==> src/rtl/noc_link_arbiter.sv <==
// noc_link_arbiter: round-robin, packet-locking arbiter sharing one flit link
// between NUM_REQ packetizers. A grant is held from header to tailer so that
// packets never interleave; priority rotates past the requester just served.
// Optional lock watchdog: define NOC_ARB_WATCHDOG_EN.
module noc_link_arbiter #(
  parameter int                NUM_REQ         = 4,
  parameter int                FLIT_W          = 8,
  parameter logic [FLIT_W-1:0] TAIL_FLIT       = 8'hFF,
  parameter int                MAX_LOCK_CYCLES = 32
) (
  input  logic                       clk,
  input  logic                       rst,
  input  logic [NUM_REQ*FLIT_W-1:0]  req_flit,
  input  logic [NUM_REQ-1:0]         req_valid,
  output logic [NUM_REQ-1:0]         req_ready,
  output logic [FLIT_W-1:0]          out_flit,
  output logic                       out_valid,
  input  logic                       out_ready,
  output logic [$clog2(NUM_REQ)-1:0] grant_id,
  output logic                       busy,
  output logic                       wd_err
);
  localparam int ID_W  = $clog2(NUM_REQ);
  localparam int CNT_W = 8;

  typedef enum logic [0:0] {ST_IDLE = 1'b0, ST_LOCKED = 1'b1} state_t;

  state_t            state_r, state_n;
  logic [ID_W-1:0]   rr_ptr_r, rr_ptr_n;
  logic [ID_W-1:0]   grant_r, grant_n;
  logic [ID_W-1:0]   pick_s, next_ptr_s;
  logic              pick_found_s;
  logic [CNT_W-1:0]  pkt_cnt_r, pkt_cnt_n;
  logic [FLIT_W-1:0] out_flit_r, out_flit_n, sel_flit_s;
  logic              out_valid_r, out_valid_n;
  logic              wd_err_r, wd_err_n;
  logic              link_free_s, xfer_s, wd_trip_s;

  // First valid requester at or above ptr, wrapping; returns {found, index}.
  function automatic logic [ID_W:0] rr_pick(input logic [NUM_REQ-1:0] valid,
                                            input logic [ID_W-1:0]    ptr);
    logic            found;
    logic [ID_W-1:0] win;
    logic [ID_W-1:0] idx;
    found = 1'b0;
    win   = ptr;
    for (int k = 0; k < NUM_REQ; k++) begin
      idx   = ID_W'((int'(ptr) + k) % NUM_REQ);
      win   = (!found && valid[idx]) ? idx : win;
      found = found | valid[idx];
    end
    return {found, win};
  endfunction

  assign link_free_s = ~out_valid_r | out_ready;
  assign next_ptr_s  = (grant_r == ID_W'(NUM_REQ - 1)) ? '0 : grant_r + ID_W'(1);
  assign {pick_found_s, pick_s} = rr_pick(req_valid, rr_ptr_r);

  // Select the flit offered by the currently granted requester.
  always_comb begin
    sel_flit_s = '0;
    for (int i = 0; i < NUM_REQ; i++) begin
      sel_flit_s = sel_flit_s |
                   ({FLIT_W{grant_r == ID_W'(i)}} & req_flit[i*FLIT_W +: FLIT_W]);
    end
  end

`ifdef NOC_ARB_WATCHDOG_EN
  localparam int WD_W = $clog2(MAX_LOCK_CYCLES + 1);
  logic [WD_W-1:0] wd_cnt_r, wd_cnt_n;

  assign wd_trip_s = (wd_cnt_r == WD_W'(MAX_LOCK_CYCLES));

  // Watchdog next value: restart on grant and each transfer, saturate at the limit.
  always_comb begin
    wd_cnt_n = wd_cnt_r;
    if ((state_r == ST_IDLE) || xfer_s) begin
      wd_cnt_n = '0;
    end else if (!wd_trip_s) begin
      wd_cnt_n = wd_cnt_r + WD_W'(1);
    end else begin
      wd_cnt_n = wd_cnt_r;
    end
  end

  // Watchdog counter register.
  always_ff @(posedge clk or posedge rst) begin
    if (rst) begin
      wd_cnt_r <= '0;
    end else begin
      wd_cnt_r <= wd_cnt_n;
    end
  end
`else
  assign wd_trip_s = 1'b0;
`endif

  // Arbitration FSM: next state, handshake and output-register next values.
  always_comb begin
    state_n     = state_r;
    rr_ptr_n    = rr_ptr_r;
    grant_n     = grant_r;
    pkt_cnt_n   = pkt_cnt_r;
    out_flit_n  = out_flit_r;
    out_valid_n = out_valid_r;
    wd_err_n    = wd_err_r;
    req_ready   = '0;
    xfer_s      = 1'b0;
    case (state_r)
      ST_IDLE: begin
        // The previous tailer may still be draining while we arbitrate.
        out_valid_n = out_valid_r & ~out_ready;
        if (pick_found_s) begin
          grant_n   = pick_s;
          pkt_cnt_n = '0;
          state_n   = ST_LOCKED;
        end else begin
          state_n   = ST_IDLE;
        end
      end
      ST_LOCKED: begin
        req_ready = NUM_REQ'(link_free_s & ~wd_trip_s) << grant_r;
        xfer_s    = |(req_ready & req_valid);
        if (xfer_s) begin
          out_flit_n  = sel_flit_s;
          out_valid_n = 1'b1;
          pkt_cnt_n   = (pkt_cnt_r == '1) ? pkt_cnt_r : pkt_cnt_r + CNT_W'(1);
          // The header is never a tailer, even when it carries the tail code.
          if ((pkt_cnt_r != '0) && (sel_flit_s == TAIL_FLIT)) begin
            state_n   = ST_IDLE;
            rr_ptr_n  = next_ptr_s;
            pkt_cnt_n = '0;
          end else begin
            state_n   = ST_LOCKED;
          end
        end
`ifdef NOC_ARB_WATCHDOG_EN
        else if (wd_trip_s && link_free_s) begin
          // Stalled too long: close the packet ourselves and release.
          out_flit_n  = TAIL_FLIT;
          out_valid_n = 1'b1;
          wd_err_n    = 1'b1;
          state_n     = ST_IDLE;
          rr_ptr_n    = next_ptr_s;
          pkt_cnt_n   = '0;
        end
`endif
        else begin
          out_valid_n = out_valid_r & ~out_ready;
        end
      end
      default: begin
        state_n = ST_IDLE;
      end
    endcase
  end

  // State and output registers.
  always_ff @(posedge clk or posedge rst) begin
    if (rst) begin
      state_r     <= ST_IDLE;
      rr_ptr_r    <= '0;
      grant_r     <= '0;
      pkt_cnt_r   <= '0;
      out_flit_r  <= '0;
      out_valid_r <= 1'b0;
      wd_err_r    <= 1'b0;
    end else begin
      state_r     <= state_n;
      rr_ptr_r    <= rr_ptr_n;
      grant_r     <= grant_n;
      pkt_cnt_r   <= pkt_cnt_n;
      out_flit_r  <= out_flit_n;
      out_valid_r <= out_valid_n;
      wd_err_r    <= wd_err_n;
    end
  end

  assign out_flit  = out_flit_r;
  assign out_valid = out_valid_r;
  assign grant_id  = grant_r;
  assign busy      = (state_r == ST_LOCKED);
  assign wd_err    = wd_err_r;

endmodule

==> config.mk <==
export PLATFORM = sky130hd
export DESIGN_NAME = noc_link_arbiter
export DESIGN_NICKNAME = d
export VERILOG_FILES = /design/src/rtl/noc_link_arbiter.sv
export SDC_FILE = /design/constraint.sdc
export NUM_CORES = 1
export LEC_CHECK = 0
export CORE_MARGIN = 2
export CORE_UTILIZATION = 29
export CTS_CLUSTER_SIZE = 24
export DETAILED_ROUTE_END_ITERATION = 12
export HOLD_SLACK_MARGIN = 0.15
export PLACE_DENSITY = 0.55
export SLEW_MARGIN = 20
export SYNTH_ARGS = -nofsm -noshare
export SYNTH_HDL_FRONTEND = slang
export SYNTH_SLANG_ARGS = --single-unit
==> constraint.sdc <==
create_clock -name clk -period 2.3 [get_ports clk]
set_input_delay 0.46 -clock clk [delete_from_list [all_inputs] [get_ports clk]]
set_output_delay 0.46 -clock clk [all_outputs]
set_load 0.05 [all_outputs]
==> results of run 1 <==
## Yosys cell counts, drive strengths merged (2+ instances only)
library cell   n
nor2b          2
inv            8
a22oi         20
nor3           7
nand4          2
ha             6
and2           3
nor4           3
nor2           8
mux2           5
a21oi         15
a211oi         3
o2111ai        2
buf           11
and3           2
dfrtp         22
nand2         15
a21o           5
a221oi         2
and4           2
nand3          4
o21ai          3
## registers in the layout (all words and copies together), names as in the netlist
register	cells
out_valid	1
grant_id	2
out_flit	8
busy	1
pkt_cnt_r	8
rr_ptr_r	2
## per-stage QoR
step                utilization  TNS [ns]  power, W
finish                   0.4548         0  0.001665
global placement         0.4424         0  0.001401
detailed placement       0.4424  -0.09124  0.001404
global route             0.4548         0  0.001777
floorplan                     -   -0.3251  0.001089
CTS                      0.4534         0  0.001687
## kinds of logic (layout without fill, tap and decap cells)
| kind of cell | count (synthesis) | count (layout) | synth area share |
|---|---|---|---|
| compound gates | 56 | 56 | 0.2738 |
| simple gates | 51 | 51 | 0.1795 |
| flops | 22 | 22 | 0.3673 |
| buf+inv | 19 | 84 | 0.06844 |
| fa+ha+maj | 6 | 6 | 0.05008 |
| mux | 6 | 6 | 0.05258 |
| other cells | 1 | 1 | 0.002502 |
| xor+xnor | 1 | 1 | 0.005844 |
## layout make-up
cell class                      count  area [um2]  share of cell area
Inverter                            8       30.03             0.01309
Clock buffer                        4       55.05             0.02400
Multi-Input combinational cell    121       853.3              0.3721
Tap cell                           70       87.58             0.03819
Sequential cell                    22       551.8              0.2406
Timing Repair Buffer               72       715.7              0.3121
## critical path, cell delays in order
cell                              delay [ns]
sky130_fd_sc_hd__clkdlybuf4s50_1        0.46
sky130_fd_sc_hd__nand2b_1               0.19
sky130_fd_sc_hd__nand2_1                0.11
sky130_fd_sc_hd__nor3_1                 0.29
sky130_fd_sc_hd__buf_12                 0.19
## power by group
group / internal [W] / leakage (nW) / total [W] / switching (W)
clock: 0.000152 / 0.0288 / 0.000273 / 0.000120
combinational: 0.000345 / 0.675 / 0.000804 / 0.000459
sequential: 0.000489 / 0.271 / 0.000588 / 0.0000989
total: 0.000987 / 0.974 / 0.00167 / 0.000679
## worst max-delay path by stage
stage / end / slack, ns / cells past startpoint
2_1_floorplan: req_ready[2] / -0.17 / 2
3_3_place_gp: pkt_cnt_r[4]$_DFFE_PP0P_ / 0.04 / 7
3_5_place_dp: pkt_cnt_r[4]$_DFFE_PP0P_ / -0.05 / 7
4_1_cts: rr_ptr_r[0]$_DFFE_PP0P_ / 0.14 / 7
5_1_grt: pkt_cnt_r[4]$_DFFE_PP0P_ / 0.03 / 8
6_report: req_ready[2] / 0.15 / 5
## layer usage
metal	GRT usage	routed length, um	vias to the layer above
met1	0.1947	2012	682
li1	-	-	734
met4	0.04094	44	0
met2	0.2375	1787	52
met3	0.03175	419	4
met5	0	0	-
## what timing repair did
| item | CTS | global route |
|---|---|---|
| buffers inserted | 0 | 0 |
| setup endpoints to repair | 0 | 8 |
| gates resized for setup | 0 | 3 |
==> metrics.md, run 1 <==
| Metric | Value |
|---|---|
| FMAX | `between 400 and 500 MHz` |
| Worst slew margin relative to its limit | `0.6472` |
| Number of nets in the finished design | `approximately 270` |
| Commonest register cell after synthesis | `sky130_fd_sc_hd__dfrtp_1` |
| Worst hold path class | `flop to flop` |
| Detailed Route WL | `4264 um` |
| First-iteration detailed-routing DRC count | `47` |
| Final count of pins violating max slew | `0` |
| Post-synthesis cell type count | `43` |
| Synth Area per Inst | `between 9 and 10 um2` |
| Wire length of the first global-routing pass | `6368 um` |
| Endpoint of the worst hold-timing path | `out_flit[6]$_DFFE_PP0N_` |
| Hold WS | `a little under 0.5 ns` |
| Area after detailed placement | `around 2200 um2` |
| Clock transition at path regs | `around 0.080 ns` |
| Slack of the critical path | `between 0.1 and 0.15 ns` |
| Category of the worst setup path launch point | `primary input` |
| Most common cell after layout, fill and taps aside | `sky130_fd_sc_hd__clkdlybuf4s50_1` |
| Row count | `26` |
| Via count of the routed design | `~1,500` |
| RR Startpoint | `grant_id[0]$_DFFE_PP0P_` |
| Final instance area | `about 2300 um2` |
| Hold-critical path depth | `1` |
| Post-synth top area cell | `sky130_fd_sc_hd__dfrtp_1` |
| Transition time of the tightest slew-check pin | `0.5275 ns` |
| Worst EP arrival | `around 1.7 ns` |
| I/O pin cnt | `56` |
| TritonCTS buffer count | `3` |
| Global placer's final weighted congestion | `about 0.79` |
| DIE AREA | `between 5000 and 6000 um2` |
| Per-cell routed wire length | `roughly 14 um` |
| Largest net degree at the start of global routing | `23` |
| Signed area change from the synthesized netlist to the final layout | `53.00%` |
| Setup violations, final | `0` |
| Diodes inserted | `0` |
| Cells after synthesis | `roughly 160` |
| Setup repair after global routing missed its margin | `no` |
| Die span in y | `around 76 um` |
| Clock Tree Buf Depth | `2` |
| # clock sinks | `22` |
| Post-placement cell count | `293` |
| Nets in the synthesized netlist | `207` |
| Starting density of the core | `0.2973` |
| Root Driver | `sky130_fd_sc_hd__clkbuf_8` |
| Sort of element at the end of the critical path | `output pin` |
| Post-synthesis sequential element count | `22` |
| Number of warnings reported in the yosys synthesis log | `0` |
| Sequential-to-total area share from yosys stat | `0.3673` |
| Count of flip-flops with a built-in enable after synthesis | `0` |
| Fin. Hold Viols | `0` |
| Router iterations before antenna repair | `4` |
| Most frequent cells in the layout | `sky130_fd_sc_hd__clkdlybuf4s50_1 (50), sky130_fd_sc_hd__dfrtp_1 (21), sky130_fd_sc_hd__a22oi_1 (20), sky130_fd_sc_hd__buf_4 (18)` |
| Total overflow reported by the global router | `0` |
| Min Clock Period, post-route | `approximately 2.2 ns` |
| # Max-Cap Violations | `0` |
| Status | `completed` |
| RR Endpoint | `pkt_cnt_r[6]$_DFFE_PP0P_` |
| Die extent in x | `75.90 um` |
| Total half-perimeter wirelength after legalization and detailed placement | `around 3400 um` |
| Share of cells above drive strength 1 | `0.1982` |
| Setup Crit Path Kind | `primary input to output pin` |
| Power per cell area | `slightly above 700 nW/um2` |
| Max H-tree Level | `1` |
| Period utilization | `0.9354` |
| Final-layout fill cell count | `around 480` |
| Hold buffer count at cts | `0` |
| Largest fanout of any net on the critical path | `4` |
| Number of global-route vias before repair | `between 1,000 and 1,500` |
| Port buffer count | `54` |
| Reg-to-reg slack, setup | `~0.21 ns` |
| Overall global routing resource usage | `0.1457` |
| Synthesized cell area | `between 1000 and 1500 um2` |
| Insertion delay of the later-clocked pin in the worst-skew pair | `about 0.26 ns` |
| Maximum vdd ir drop | `approximately 0.00033 V` |
| Final cell count without fillers | `approximately 300` |
| Async set or reset register ratio after synthesis | `1.000` |
| Largest cells by area after synthesis | `sky130_fd_sc_hd__dfrtp_1 (37%), sky130_fd_sc_hd__a22oi_1 (10%), sky130_fd_sc_hd__ha_1 (5.0%), sky130_fd_sc_hd__a21oi_1 (4.7%), sky130_fd_sc_hd__mux2_2 (3.8%)` |
| Critical path data required time | `between 1.5 and 2 ns` |
| Synth top area share | `0.3673` |
| Residual DRC | `0` |
| Depth of the worst register-to-register path | `8` |
| CTS tree | `built` |
| Initial antenna violation count | `0` |
| Post-route ant nets | `0` |
| Worst setup timing slack at the placement stage | `-0.05103 ns` |
| Standard cell core area | `between 5000 and 6000 um2` |
| Reported leakage power | `0.9743 nW` |
| Routed via count divided by cell count | `just under 5` |
| Critical Path Source | `out_ready` |
| Fin Clk Skew | `approximately 0.0032 ns` |
| Startpoint of the worst hold path | `out_flit[6]$_DFFE_PP0N_` |
(Power assumes the default switching activity.)
==> run 2: changes to the inputs <==
- ABC_AREA: default -> 1
- PLACE_DENSITY: 0.55 -> 0.54
==> run 2 against run 1 <==
Compared with the run above:
- area after synthesis up 14%
- total power up 19%
- clock power about the same
- worst hold slack better by 0.0050 ns
- critical endpoint is now rr_ptr_r[0]$_DFFE_PP0P_
- largest cell class unchanged
==> metrics.md, run 2 <==
| Metric | Value |
|---|---|
| Number of nets in the finished design | `365 (+34%)` |
| First-iteration detailed-routing DRC count | `69 (+47%)` |
| Number of warnings reported in the yosys synthesis log | `0 (unchanged)` |
| Detailed Route WL | `4499 um (+5.5%)` |
| Worst slew margin relative to its limit | `0.6513 (+0.004101)` |
| Fin. Hold Viols | `0 (unchanged)` |
| Depth of the worst register-to-register path | `10 (+2)` |
| Gate power share | `0.560 (+0.077)` |
| Sort of element at the end of the critical path | `flop` |
| # Max-Cap Violations | `0 (unchanged)` |
| I/O pin cnt | `56 (unchanged)` |
| Buf/Inv on CP | `1 (-1)` |
| Critical path data required time | `2.49 ns (+0.65 ns)` |
| Overall global routing resource usage | `0.1543 (+0.008634)` |
| Post-route ant nets | `0 (unchanged)` |
| Post-synthesis cell type count | `27 (-37%)` |
| Slowest cell on the critical path | `sky130_fd_sc_hd__dfrtp_1` |
| Initial antenna violation count | `0 (unchanged)` |
| Via count of the routed design | `1,758 (+19%)` |
| Reg-to-reg slack, setup | `0.15 ns (-0.06 ns)` |
| Starting density of the core | `0.3057 (+0.008453)` |
| Status | `completed` |
| Category of the worst setup path launch point | `flop` |
| Min Clock Period, post-route | `2.148 ns (-0.003191 ns)` |
| Count of flip-flops with a built-in enable after synthesis | `0 (unchanged)` |
| Period utilization | `0.9340 (-0.001387)` |
| Routed via count divided by cell count | `4.496 (-9.3%)` |
| Transition time of the tightest slew-check pin | `0.5214 ns (-0.006131 ns)` |
| Synthesized cell area | `1704 um2 (+14%)` |
| Setup violations, final | `0 (unchanged)` |
| Worst setup timing slack at the placement stage | `0.1306 ns (+0.1816 ns)` |
| Worst hold path class | `flop to flop` |
| Clock transition at path regs | `0.08 ns (about the same)` |
| Most frequent cells in the layout | `sky130_fd_sc_hd__nand2_1 (107), sky130_fd_sc_hd__clkdlybuf4s50_1 (50), sky130_fd_sc_hd__nor2_1 (24), sky130_fd_sc_hd__nand3_1 (24), sky130_fd_sc_hd__dfrtp_1 (22)` |
| Most common cell after layout, fill and taps aside | `sky130_fd_sc_hd__nand2_1` |
| Port buffer count | `54 (unchanged)` |
| Top Family by Delay on Critical Path | `simple AND/OR/NAND/NOR gates` |
| Residual DRC | `0 (unchanged)` |
| Wire length of the first global-routing pass | `7997 um (+26%)` |
| Share of cells above drive strength 1 | `0.1317 (-0.06658)` |
| Maximum vdd ir drop | `0.0004978 V (+53%)` |
| Post-synthesis sequential element count | `22 (unchanged)` |
| RR Endpoint | `rr_ptr_r[0]$_DFFE_PP0P_` |
| Power per cell area | `802.0 nW/um2 (+10%)` |
| Setup Crit Path Kind | `flop to flop` |
| # clock sinks | `22 (unchanged)` |
| Total half-perimeter wirelength after legalization and detailed placement | `3715 um (+9.4%)` |
| Number of global-route vias before repair | `1,772 (+28%)` |
| Synth top area share | `0.3231 (-0.04422)` |
| FMAX | `465.5 MHz (+0.15%)` |
| Final-layout fill cell count | `588 (+23%)` |
| Area of combinational cells with multiple inputs | `1032 um2 (+21%)` |
| Clock network fraction of total power | `0.138 (-0.026)` |
| Largest cells by area after synthesis | `sky130_fd_sc_hd__dfrtp_1 (32%), sky130_fd_sc_hd__nand2_1 (24%), sky130_fd_sc_hd__nand3_1 (7.0%), sky130_fd_sc_hd__nor2_1 (5.3%), sky130_fd_sc_hd__ha_1 (4.4%)` |
| Endpoint of the worst hold-timing path | `out_flit[6]$_DFFE_PP0N_` |
| Fin Clk Skew | `0.004506 ns (+0.001341 ns)` |
| Sequential-to-total area share from yosys stat | `0.3231 (-0.04422)` |
| Max H-tree Level | `1 (unchanged)` |
| Signed area change from the synthesized netlist to the final layout | `44.71%` |
| Top cells by instance count after synthesis | `sky130_fd_sc_hd__nand2_1 (107), sky130_fd_sc_hd__nand3_1 (24), sky130_fd_sc_hd__nor2_1 (24)` |
| Post-synth top area cell | `sky130_fd_sc_hd__dfrtp_1` |
| Internal Dissipation | `0.001075 W (+9.0%)` |
| Nets in the synthesized netlist | `303 (+46%)` |
| Setup repair after global routing missed its margin | `yes` |
| Number of gates on the worst path with buffers counted | `10 (+5)` |
| Largest fanout of any net on the critical path | `8 (+4)` |
| Switching Share | `0.4565 (+0.04894)` |
| TritonCTS buffer count | `3 (unchanged)` |
| Router iterations before antenna repair | `4 (unchanged)` |
| Die extent in x | `80.66 um (+6.3%)` |
| Post-CTS setup buffer count | `0 (unchanged)` |
| Most common cell type on the critical path | `sky130_fd_sc_hd__nand2_1` |
| Cells after synthesis | `258 (+59%)` |
| Final-layout setup total negative slack | `0 ns (unchanged)` |
| Row count | `27 (+3.8%)` |
| Cell Chain, Critical Path | `inv_1 -> ha_1 -> nand2_1 -> nand4_1 -> nand2_1 -> nor2_1 -> nand3_1 -> nor2_1 -> nand2_1 -> o21ai_1` |
| CTS tree | `built` |
| Clock Tree Buf Depth | `2 (unchanged)` |
| Async set or reset register ratio after synthesis | `1.000 (unchanged)` |
| Sum of internal, switching and leakage power | `0.001978 W (+19%)` |
| Global placer's final weighted congestion | `0.7557 (-4.8%)` |
| Psw | `0.0009028 W (+33%)` |
| Diodes inserted | `0 (unchanged)` |
| # resized after CTS | `0 (unchanged)` |
| Startpoint of the worst hold path | `out_flit[6]$_DFFE_PP0N_` |
| CP peak stage delay | `0.46 ns (about the same)` |
| RR Startpoint | `grant_id[1]$_DFFE_PP0P_` |
| Commonest register cell after synthesis | `sky130_fd_sc_hd__dfrtp_1` |
| Synth Area per Inst | `6.605 um2 (-29%)` |
| Hold WS | `0.4882 ns (+0.005036 ns)` |
| Standard cell core area | `5574 um2 (+11%)` |
| Share of power burned in registers | `0.302 (-0.051)` |
| Worst EP arrival | `2.34 ns (+0.65 ns)` |
| Most frequent cell after synthesis | `sky130_fd_sc_hd__nand2_1` |
| Hold-critical path depth | `2 (+1)` |
| Hold buffer count at cts | `0 (unchanged)` |
| Slack of the critical path | `0.1518 ns (+0.003191 ns)` |
| Insertion delay of the later-clocked pin in the worst-skew pair | `0.26 ns (about the same)` |
| Reported leakage power | `1.201 nW (+23%)` |
| Largest net degree at the start of global routing | `23 (unchanged)` |
| Die span in y | `80.66 um (+6.3%)` |
| Final count of pins violating max slew | `0 (unchanged)` |
| Per-cell routed wire length | `11.51 um (-20%)` |
| Sequential cell area in the final layout | `550.5 um2 (-0.23%)` |
| DIE AREA | `6505 um2 (+13%)` |
| Root Driver | `sky130_fd_sc_hd__clkbuf_8` |
| Total overflow reported by the global router | `0 (unchanged)` |
[run 2: through the flow]
stage | util | cell area, um2 | instances
after global routing | 0.4424 | 2466 | 391
final | 0.4424 | 2466 | 391
after detailed placement | 0.4325 | 2411 | 387
after CTS | 0.4424 | 2466 | 391
after floorplan | - | 1704 | 258
after global placement | 0.4325 | 2411 | 387
[run 2: worst max-delay path by stage]
stage | end | from
global placement | rr_ptr_r[1]$_DFFE_PP0P_ | out_ready
CTS | rr_ptr_r[0]$_DFFE_PP0P_ | grant_id[1]$_DFFE_PP0P_
detailed placement | rr_ptr_r[0]$_DFFE_PP0P_ | out_ready
finish | rr_ptr_r[0]$_DFFE_PP0P_ | grant_id[1]$_DFFE_PP0P_
floorplan | pkt_cnt_r[4]$_DFFE_PP0P_ | grant_id[1]$_DFFE_PP0P_
global route | rr_ptr_r[0]$_DFFE_PP0P_ | grant_id[1]$_DFFE_PP0P_
[run 2: layer usage]
layer  GRT usage  part of all wire
met1      0.1927              0.45
met2      0.2842              0.51
met3     0.01685             0.036
met4     0.03220            0.0071
met5           0                 0
[run 2: power by group through the flow]
stage               Clock, W  Sequential (W)  Combinational, W
CTS                 0.000286        0.000597           0.00112
floorplan                  0        0.000826          0.000520
global route        0.000310        0.000613           0.00124
detailed placement         0        0.000603           0.00112
global placement           0        0.000604           0.00112
finish              0.000273        0.000597           0.00111
[run 2: area by class of cell]
class,count,area share
inverter,24,0.03653
multi-input combinational,206,0.4186
sequential,22,0.2232
timing repair buffer,63,0.2628
clock buffer,4,0.02232
tap,72,0.03653
[run 2: tightest hold or removal path, cell delays in order (launching register included)]
cell	delay [ns]
sky130_fd_sc_hd__dfrtp_1	0.35
sky130_fd_sc_hd__nand2_1	0.05
sky130_fd_sc_hd__nand2_1	0.05
[run 2: kinds of logic (layout without fill, tap and decap cells)]
kind of cell             count (synthesis)  after routing  share of synthesized area
AND/OR/NAND/NOR                        178            178                     0.4728
buffers and inverters                   30             91                    0.07122
flip-flops                              22             22                     0.3231
AO/OA/AOI/OAI                           15             15                    0.05581
adder cells (fa/ha/maj)                  6              6                    0.04405
XOR/XNOR                                 6              6                    0.03084
other                                    1              1                   0.002201
==> variant (config.mk and constraints of run 2) <==
`out_flit_r` no longer has a reset.
--- a/src/rtl/noc_link_arbiter.sv
+++ b/src/rtl/noc_link_arbiter.sv
@@ -163,5 +163,4 @@
       grant_r     <= '0;
       pkt_cnt_r   <= '0;
-      out_flit_r  <= '0;
       out_valid_r <= 1'b0;
       wd_err_r    <= 1'b0;
@@ -171,8 +170,11 @@
       grant_r     <= grant_n;
       pkt_cnt_r   <= pkt_cnt_n;
-      out_flit_r  <= out_flit_n;
       out_valid_r <= out_valid_n;
       wd_err_r    <= wd_err_n;
     end
+  end
+
+  always_ff @(posedge clk) begin
+    out_flit_r <= out_flit_n;
   end
 
Check against the original RTL: differs if rst is asserted again (counterexample within 4 cycles, from zero or initial values and one cycle with rst high); with rst held inactive, the same outputs for 4 cycles.
==> variant against run 2 <==
Routed wire length rose by 1.0%; via count fell by 4.3%; register-to-register slack improved by 120 ps; critical path depth fell by 8; sequential cell count did not move; first-iteration DRC count fell by 4.3%; setup slack got worse by 37 ps; total power fell by 22%; cell area fell by 0.30%; synthesized area rose by 2.1%; sequential share of layout area rose by 1.7 points; global-route usage fell by 1.2 points; critical endpoint is now grant_id[0]; highest routed layer unchanged.
==> variant: results (changes against run 2) <==
Counting instances in the post-synthesis netlist gives the leading cell types as 99 x sky130_fd_sc_hd__nand2_1, 23 x sky130_fd_sc_hd__inv_1, 23 x sky130_fd_sc_hd__nor2_1. The net count after synthesis is 294 (-3.0%). Number of nets in the finished design: 351 (-3.8%). The classification of the worst-slack hold path is in -> async. For the max-slew headroom at the worst pin, the log shows 64.03% (-1.1 points). The leakage power figure was 0.001160 uW (-3.4%). The standard cell area after detailed placement is 2406 um2 (-0.21%), and the share of flip-flops with an asynchronous set or reset after synthesis is 63.64% (-36 points). The sum of net half-perimeters after detailed placement was 3710 um (-0.13%). Sorting the synthesized cells by area gives the leading types as sky130_fd_sc_hd__nand2_1 21%, sky130_fd_sc_hd__dfrtp_1 20%, sky130_fd_sc_hd__edfxtp_1 14%. The share of synthesized area occupied by flip-flops and latches is 33.93% (+1.6 points). The pin count of the biggest net entering global routing is 15 (-35%), and the total length of routed wires is 4545 um (+1.0%). The power attributed to the clock group is 245 uW (-10%). The run finished with clean final reports.

The met2 capacity usage during global routing came out at 23.44% (-5.0 points). The endpoint of the lowest-slack register-to-register path is pkt_cnt_r[4]. Worst-case reg-to-reg path depth: 11 (+1).

The cell with the largest stage delay on the worst path was sky130_fd_sc_hd__clkdlybuf4s50_1. The run gives 630 (+7.1%) as the count of fill cells added during filler insertion. The tools report the count of routing violations after the opening detailed-route iteration as 66 (-4.3%). The arrival time of data at the critical path endpoint was 1720 ps (-620 ps); the maximum fanout along the worst path was 6 (-2). The clock-pin slew on the worst setup and hold paths is 80 ps (about the same). The start of the worst register-to-register path was grant_id[0]. The tools report the met2 layer wire length in the routed design as 1963 um (-15%). The tools report the wire length of the first global-routing pass as 7272 um (-9.1%).

The amount of wire on met3 after detailed routing came out at 409 um (+160%). The proportion of layout cells with a drive suffix above 1 was 12.13% (-1.0 points); the wire length on met1 was 2091 um (+4.2%). The kind of cell with the highest combined delay along the critical path is buffers and inverters. In this run the worst setup path terminates at grant_id[0]. The power spent charging and discharging nets came out at 630.9 uW (-30%). The number of distinct library cell variants in the gate-level netlist after synthesis is 33 (+22%), and the number of enable-type register cells in the synthesized netlist is 8 (+8). The logs give 3.297% (+1.6 points) for the met3 layer usage reported by global route and 0.7999 (+5.8%) for the weighted congestion reported at the end of routability-driven placement. The total routing usage reported by global routing was 14.24% (-1.2 points); the xor and xnor area share after synthesis was 3.019% (-0.064 points). The peak supply drop came out at 241.1 uV (-52%). The delay of the slowest cell on the worst path was 800 ps (+340 ps); the met1 routing resource usage after global routing was 18.37% (-0.90 points).

Adder and majority gate portion of the synthesized area: 4.313% (-0.092 points). The routed via count divided by cell count was 4.429 (-1.5%); the share of the synthesized area in compound gates (AO/OA/AOI/OAI) was 3.810% (-1.8 points). For the setup clock skew after layout, the log shows 3.582 ps (-0.9240 ps). The share of total power in sequential cells was 36.2% (+6.0 points).
[variant: changes by cell type in the layout (fill, tap and decap cells not counted), sizes merged, moves of 3 or more]
cell,delta
edfxtp,+8
inv,+5
a21oi,-3
dfrtp,-8
buf,-5
nand2,-9
[variant: metrics by stage]
| step | power, uW | hold WS (ps) | utilization (%) | instances |
|---|---|---|---|---|
| floorplan | 1075 | 349.2 | - | 249 |
| global placement | 1309 | 512.8 | 41.12 | 376 |
| detailed placement | 1316 | 511.0 | 41.12 | 376 |
| CTS | 1564 | 532.2 | 41.89 | 380 |
| global route | 1670 | 581.4 | 42.02 | 380 |
| finish | 1542 | 528.4 | 42.02 | 380 |
[variant: final cells by class]
| class | instances | area (um2) | area share [%] |
|---|---|---|---|
| clock buffers | 4 | 45.04 | 1.832 |
| inverters | 30 | 117.6 | 4.784 |
| multi-input cells | 191 | 1001 | 40.71 |
| flip-flops and latches | 22 | 590.6 | 24.02 |
| well taps | 75 | 93.84 | 3.817 |
| repair buffers | 58 | 610.6 | 24.83 |
